**src/rtl/sprite_drawer_if.sv**
```systemverilog
// sprite_drawer_if: start/position, sprite RAM read and VGA plot signals of the sprite drawer.
interface sprite_drawer_if;
    logic       start;
    logic [7:0] x_pos;
    logic [6:0] y_pos;
    logic [9:0] ram_addr;
    logic [2:0] ram_colour;
    logic [7:0] vga_x;
    logic [6:0] vga_y;
    logic [2:0] vga_colour;
    logic       plot;
    logic       busy;
    logic       done;
    modport master (
        output start, x_pos, y_pos, ram_colour,
        input  ram_addr, vga_x, vga_y, vga_colour, plot, busy, done
    );
    modport slave (
        input  start, x_pos, y_pos, ram_colour,
        output ram_addr, vga_x, vga_y, vga_colour, plot, busy, done
    );
endinterface

```
**src/rtl/sprite_drawer.sv**
```systemverilog
// sprite_drawer: reads a sprite from RAM in raster order and plots it at a screen offset, skipping transparent and off-screen pixels.
module sprite_drawer #(
    parameter int         SPRITE_W      = 20,
    parameter int         SPRITE_H      = 40,
    parameter int         RD_LATENCY    = 2,
    parameter int         TRANSP_EN     = 1,
    parameter logic [2:0] TRANSP_COLOUR = 3'b000,
    parameter int         SCREEN_W      = 160,
    parameter int         SCREEN_H      = 120
) (
    input logic           clk,
    input logic           reset,
    sprite_drawer_if.slave bus
);
    localparam int N  = SPRITE_W * SPRITE_H;
    localparam int CW = $clog2(SPRITE_W);
    localparam int RW = $clog2(SPRITE_H);
    localparam int LW = $clog2(RD_LATENCY + 1);
    typedef enum logic [1:0] {IDLE, DRAW, FLUSH, DONE} state_t;
    state_t                             state_q, state_d;
    logic [9:0]                         addr_q, addr_d;
    logic [CW-1:0]                      col_q, col_d;
    logic [RW-1:0]                      row_q, row_d;
    logic [LW-1:0]                      cnt_q, cnt_d;
    logic [7:0]                         xl_q, xl_d;
    logic [6:0]                         yl_q, yl_d;
    logic [RD_LATENCY-1:0]              vld_q;
    logic [RD_LATENCY-1:0][CW-1:0]      colp_q;
    logic [RD_LATENCY-1:0][RW-1:0]      rowp_q;
    logic [8:0]                         sum_x;
    logic [7:0]                         sum_y;
    logic                               vld, opaque;
    logic                               last_col;
    assign last_col = col_q == CW'(SPRITE_W - 1);
    always_comb begin
        state_d = state_q;
        addr_d  = addr_q;
        col_d   = col_q;
        row_d   = row_q;
        cnt_d   = cnt_q;
        xl_d    = xl_q;
        yl_d    = yl_q;
        case (state_q)
            IDLE: if (bus.start) begin
                state_d = DRAW;
                addr_d  = '0;
                col_d   = '0;
                row_d   = '0;
                xl_d    = bus.x_pos;
                yl_d    = bus.y_pos;
            end
            DRAW: if (addr_q == 10'(N - 1)) begin
                state_d = FLUSH;
                cnt_d   = '0;
            end else begin
                addr_d = addr_q + 10'd1;
                col_d  = last_col ? '0 : col_q + 1'b1;
                row_d  = last_col ? row_q + 1'b1 : row_q;
            end
            FLUSH: if (cnt_q == LW'(RD_LATENCY - 1)) state_d = DONE;
                   else cnt_d = cnt_q + 1'b1;
            default: state_d = IDLE;
        endcase
    end
    always_ff @(posedge clk) begin
        if (reset) begin
            state_q <= IDLE;
            addr_q  <= '0;
            col_q   <= '0;
            row_q   <= '0;
            cnt_q   <= '0;
            xl_q    <= '0;
            yl_q    <= '0;
        end else begin
            state_q <= state_d;
            addr_q  <= addr_d;
            col_q   <= col_d;
            row_q   <= row_d;
            cnt_q   <= cnt_d;
            xl_q    <= xl_d;
            yl_q    <= yl_d;
        end
    end
    // coordinates travel alongside the RAM read so they line up with ram_colour
    always_ff @(posedge clk) begin
        if (reset) begin
            vld_q  <= '0;
            colp_q <= '0;
            rowp_q <= '0;
        end else begin
            vld_q[0]  <= state_q == DRAW;
            colp_q[0] <= col_q;
            rowp_q[0] <= row_q;
            for (int i = 1; i < RD_LATENCY; i++) begin
                vld_q[i]  <= vld_q[i-1];
                colp_q[i] <= colp_q[i-1];
                rowp_q[i] <= rowp_q[i-1];
            end
        end
    end
    assign vld            = vld_q[RD_LATENCY-1];
    assign sum_x          = {1'b0, xl_q} + 9'(colp_q[RD_LATENCY-1]);
    assign sum_y          = {1'b0, yl_q} + 8'(rowp_q[RD_LATENCY-1]);
    assign opaque         = !(TRANSP_EN != 0 && bus.ram_colour == TRANSP_COLOUR);
    assign bus.plot       = vld && opaque && sum_x < 9'(SCREEN_W) && sum_y < 8'(SCREEN_H);
    assign bus.vga_x      = vld ? sum_x[7:0] : '0;
    assign bus.vga_y      = vld ? sum_y[6:0] : '0;
    assign bus.vga_colour = vld ? bus.ram_colour : '0;
    assign bus.ram_addr   = addr_q;
    assign bus.busy       = state_q == DRAW || state_q == FLUSH;
    assign bus.done       = state_q == DONE;
endmodule

```
**src/flat_wrapper.sv**
```systemverilog
// flat-port wrapper written by rule: the top's interface ports become plain ports
module sprite_drawer_flat 
#(
    parameter int         SPRITE_W      = 20,
    parameter int         SPRITE_H      = 40,
    parameter int         RD_LATENCY    = 2,
    parameter int         TRANSP_EN     = 1,
    parameter logic [2:0] TRANSP_COLOUR = 3'b000,
    parameter int         SCREEN_W      = 160,
    parameter int         SCREEN_H      = 120
)
  (clk, reset, bus_start, bus_x_pos, bus_y_pos, bus_ram_colour, bus_ram_addr, bus_vga_x, bus_vga_y, bus_vga_colour, bus_plot, bus_busy, bus_done);
  sprite_drawer_if bus_i ();
  input logic clk;
  input logic reset;
  input wire logic [$bits(bus_i.start)-1:0] bus_start;
  input wire logic [$bits(bus_i.x_pos)-1:0] bus_x_pos;
  input wire logic [$bits(bus_i.y_pos)-1:0] bus_y_pos;
  input wire logic [$bits(bus_i.ram_colour)-1:0] bus_ram_colour;
  output wire logic [$bits(bus_i.ram_addr)-1:0] bus_ram_addr;
  output wire logic [$bits(bus_i.vga_x)-1:0] bus_vga_x;
  output wire logic [$bits(bus_i.vga_y)-1:0] bus_vga_y;
  output wire logic [$bits(bus_i.vga_colour)-1:0] bus_vga_colour;
  output wire logic [$bits(bus_i.plot)-1:0] bus_plot;
  output wire logic [$bits(bus_i.busy)-1:0] bus_busy;
  output wire logic [$bits(bus_i.done)-1:0] bus_done;
  assign bus_i.start = bus_start;
  assign bus_i.x_pos = bus_x_pos;
  assign bus_i.y_pos = bus_y_pos;
  assign bus_i.ram_colour = bus_ram_colour;
  assign bus_ram_addr = bus_i.ram_addr;
  assign bus_vga_x = bus_i.vga_x;
  assign bus_vga_y = bus_i.vga_y;
  assign bus_vga_colour = bus_i.vga_colour;
  assign bus_plot = bus_i.plot;
  assign bus_busy = bus_i.busy;
  assign bus_done = bus_i.done;
  sprite_drawer #(.SPRITE_W(SPRITE_W), .SPRITE_H(SPRITE_H), .RD_LATENCY(RD_LATENCY), .TRANSP_EN(TRANSP_EN), .TRANSP_COLOUR(TRANSP_COLOUR), .SCREEN_W(SCREEN_W), .SCREEN_H(SCREEN_H)) u_core (.clk(clk), .reset(reset), .bus(bus_i));
endmodule
```
**config.mk**
```make
export PLATFORM = sky130hd
export DESIGN_NAME = sprite_drawer_flat
export DESIGN_NICKNAME = d
export VERILOG_FILES = /design/src/rtl/sprite_drawer_if.sv /design/src/rtl/sprite_drawer.sv /design/src/flat_wrapper.sv
export SDC_FILE = /design/constraint.sdc
export NUM_CORES = 1
export LEC_CHECK = 0
export ABC_AREA = 1
export BUFFER_PORTS_ARGS = -buffer_cell sky130_fd_sc_hd__clkbuf_2
export CAP_MARGIN = 15
export CORE_MARGIN = 2
export CORE_UTILIZATION = 35
export CTS_CLUSTER_DIAMETER = 60
export DETAILED_ROUTE_END_ITERATION = 16
export SLEW_MARGIN = 25
export SYNTH_ARGS = -nofsm -noshare
export SYNTH_HDL_FRONTEND = slang
export SYNTH_SLANG_ARGS = --single-unit
```
**constraint.sdc**
```tcl
create_clock -name clk -period 3.8 [get_ports clk]
set_clock_uncertainty 0.15 [all_clocks]
set_input_delay 0.19 -clock clk [delete_from_list [all_inputs] [get_ports clk]]
set_output_delay 0.19 -clock clk [all_outputs]
set_load 0.05 [all_outputs]
```
==> out/qor.yml <==
outcome: "finished, violations left"
violations: "hold timing"
synthTopCellsByArea: "dfxtp_1, nand2_1, nor2_1"
min_period_ns: 2.57
maxCapViolCount: 0
startpoint_type: "flip-flop"
io_buffers: 51
path_class: "reg2out"
whs_ns: -0.0000857
initial_utilization_pct: 36.4
layout_commonest_cell: "nand2_1"
timing.fmax_mhz: 389
max_stage_delay_ns: 0.41
finalPower_mw: 2.09
leakage_nw: 1.99
ys_seq_area_share_pct: 37.7
grt_pass1_vias: 3012
crit_path_frequent_cell: "nand2_1"
worstSetupEndpointType: "output pin"
worstPathCellList: "ha_1 -> fa_1 -> nand2_1 -> nand2_1 -> and2_1 -> nand2_1 -> nand3_1 -> nor2_1 -> nand2_1 -> nor2_1 -> clkbuf_2"
setup_violations: 0
min_period_over_period_pct: 67.7
ios: 52
gp_congestion: 0.854
vias: 3185
rsz0062_at_grt: "false"
rows: 35
synth.cell_area_um2: 3400
first_pass_iters: 4
cts_tree: "done"
cts_sinks: 64
power.density_nw_per_um2: 510
grt-ovfl-total: 0
syn_inst: 505
drtIter0Drc: 99
synth.ff_latch_count: 64
die_area_um2: 10500
netlist.area_leader.share_pct: 37.7
grt_pass1_wl_um: 12900
peakVddDrop_uv: 198
hpwl_um: 5460
numCtsBuffers: 9
yosysTopAreaCell: "dfxtp_1"
setup_ws_ns: 1.23
r2r_slack_ns: 1.62
dieHeight_um: 103
wire_per_inst_um: 10.7
syn_to_final_growth_pct: 20.9
htree_levels: 3
syn_avg_cell_area_um2: 6.73
final_cell_area_um2: 4110
antenna_left: 0
layout-drive-gt1-share_pct: 13.7
mostFrequentLayoutCells: "nand2_1, nor2_1, inv_1"
hold_viol_final: 1
place_area_um2: 3780
required_ns: 3.46
insertion_delay_ns: 0.34
setup-tns-final_ns: 0
track_usage_pct: 15.4
path_max_fanout: 3
synthDistinctLibCells: 32
clockBufferDepth: 2
cts_resized: 0
cts_setup_buffers: 0
cts_root_buffer: "clkbuf_8"
diodes: 0
dp_slack_ns: 1.58
die_w_um: 103
cp_slowest_cell: "fa_1"
max_slew_margin_pct: 63.6
worstMarginPinSlew_ns: 0.546
clkSlewWorstSetupHoldPaths_ns: 0.07
drc: 0
drv_slew: 0
antenna_found_initial: 0
vias_per_cell: 4.52
cp.arrival_ns: 2.23
wl_um: 7530
coreArea_um2: 9330
cts_hold_buf: 13
hold_path_class: "in2reg"
grt_max_degree: 35
nets: 614
ys_warn_count: 0
syn_nets: 548
through the flow:
stage          utilization (%)  cells
5_1_grt                   44.0    705
3_3_place_gp              40.5    676
4_1_cts                   44.0    705
2_1_floorplan                -    505
3_5_place_dp              40.5    676
6_report                  44.0    705
critical path, delay by kind of cell, from the launching register on:
kind,cells,cell delay (ns)
AND/OR/NAND/NOR,8,0.66
adder cells (fa/ha/maj),2,0.63
flip-flops,1,0.32
buffers and inverters,1,0.28
layer usage:
metal  global-route usage, %  part of all wire (%)
met5                       0                     0
met3                    4.07                   4.9
met1                    18.9                    49
met2                    26.3                    45
met4                    5.23                   1.2
registers in the layout (all words and copies together), names as in the netlist:
signal,cells
u_core.bus.ram_addr,10
u_core.cnt_q,2
u_core.col_q,5
u_core.colp_q,10
u_core.row_q,6
u_core.rowp_q,12
u_core.state_q,2
u_core.vld_q,2
u_core.xl_q,8
u_core.yl_q,7
cells in the mapped netlist (all sizes together):
cell type and number:
nand2 116, nor2 92, inv 80, dfxtp 64
nand3 34, a21oi 29, o21ai 27, ha 20
nand4 10, clkbuf 8, nor3 7, buf 4
clkinv 2, fa 2, nand3b 2, or2 2
xor2 2, a21boi 1, and2 1, o21a 1
o21bai 1
area by class of cell:
| type | count | area (um^2) |
|---|---|---|
| inverters | 82 | 308 |
| fillers | 972 | 5220 |
| clock buffers | 13 | 159 |
| clock inverters | 3 | 40.0 |
| repair buffers | 67 | 408 |
| well taps | 129 | 161 |
| flip-flops and latches | 64 | 1280 |
| multi-input cells | 347 | 1750 |
report_power, final:
group	total [mW]	switching, mW	internal, mW
Sequential	0.822	0.0636	0.758
Clock	0.593	0.256	0.337
Combinational	0.679	0.476	0.202
path summary, 6_finish.rpt:
| kind | endpoint | start | cells past startpoint |
|---|---|---|---|
| worst max-delay path | bus_plot | u_core.xl_q[0]$_SDFFE_PP0P_ | 11 |
| worst min-delay path | u_core.xl_q[0]$_SDFFE_PP0P_ | bus_x_pos[0] | 3 |
| worst max register to register | u_core.col_q[2]$_SDFFE_PP0P_ | u_core.state_q[1]$_SDFFE_PP0P_ | 8 |
| worst min register to register | u_core.colp_q[9]$_SDFF_PP0_ | u_core.colp_q[4]$_SDFF_PP0_ | 2 |
cells by family (layout without fill, tap and decap cells):
kind of cell	after synthesis	after routing	share of synthesized area, %
XOR/XNOR	2	2	0.516
buffers and inverters	94	165	10.8
flip-flops	64	64	37.7
adder cells (fa/ha/maj)	22	22	8.55
AO/OA/AOI/OAI	59	59	8.95
AND/OR/NAND/NOR	264	264	33.5
No activity file was read; power rests on OpenSTA's default activity.
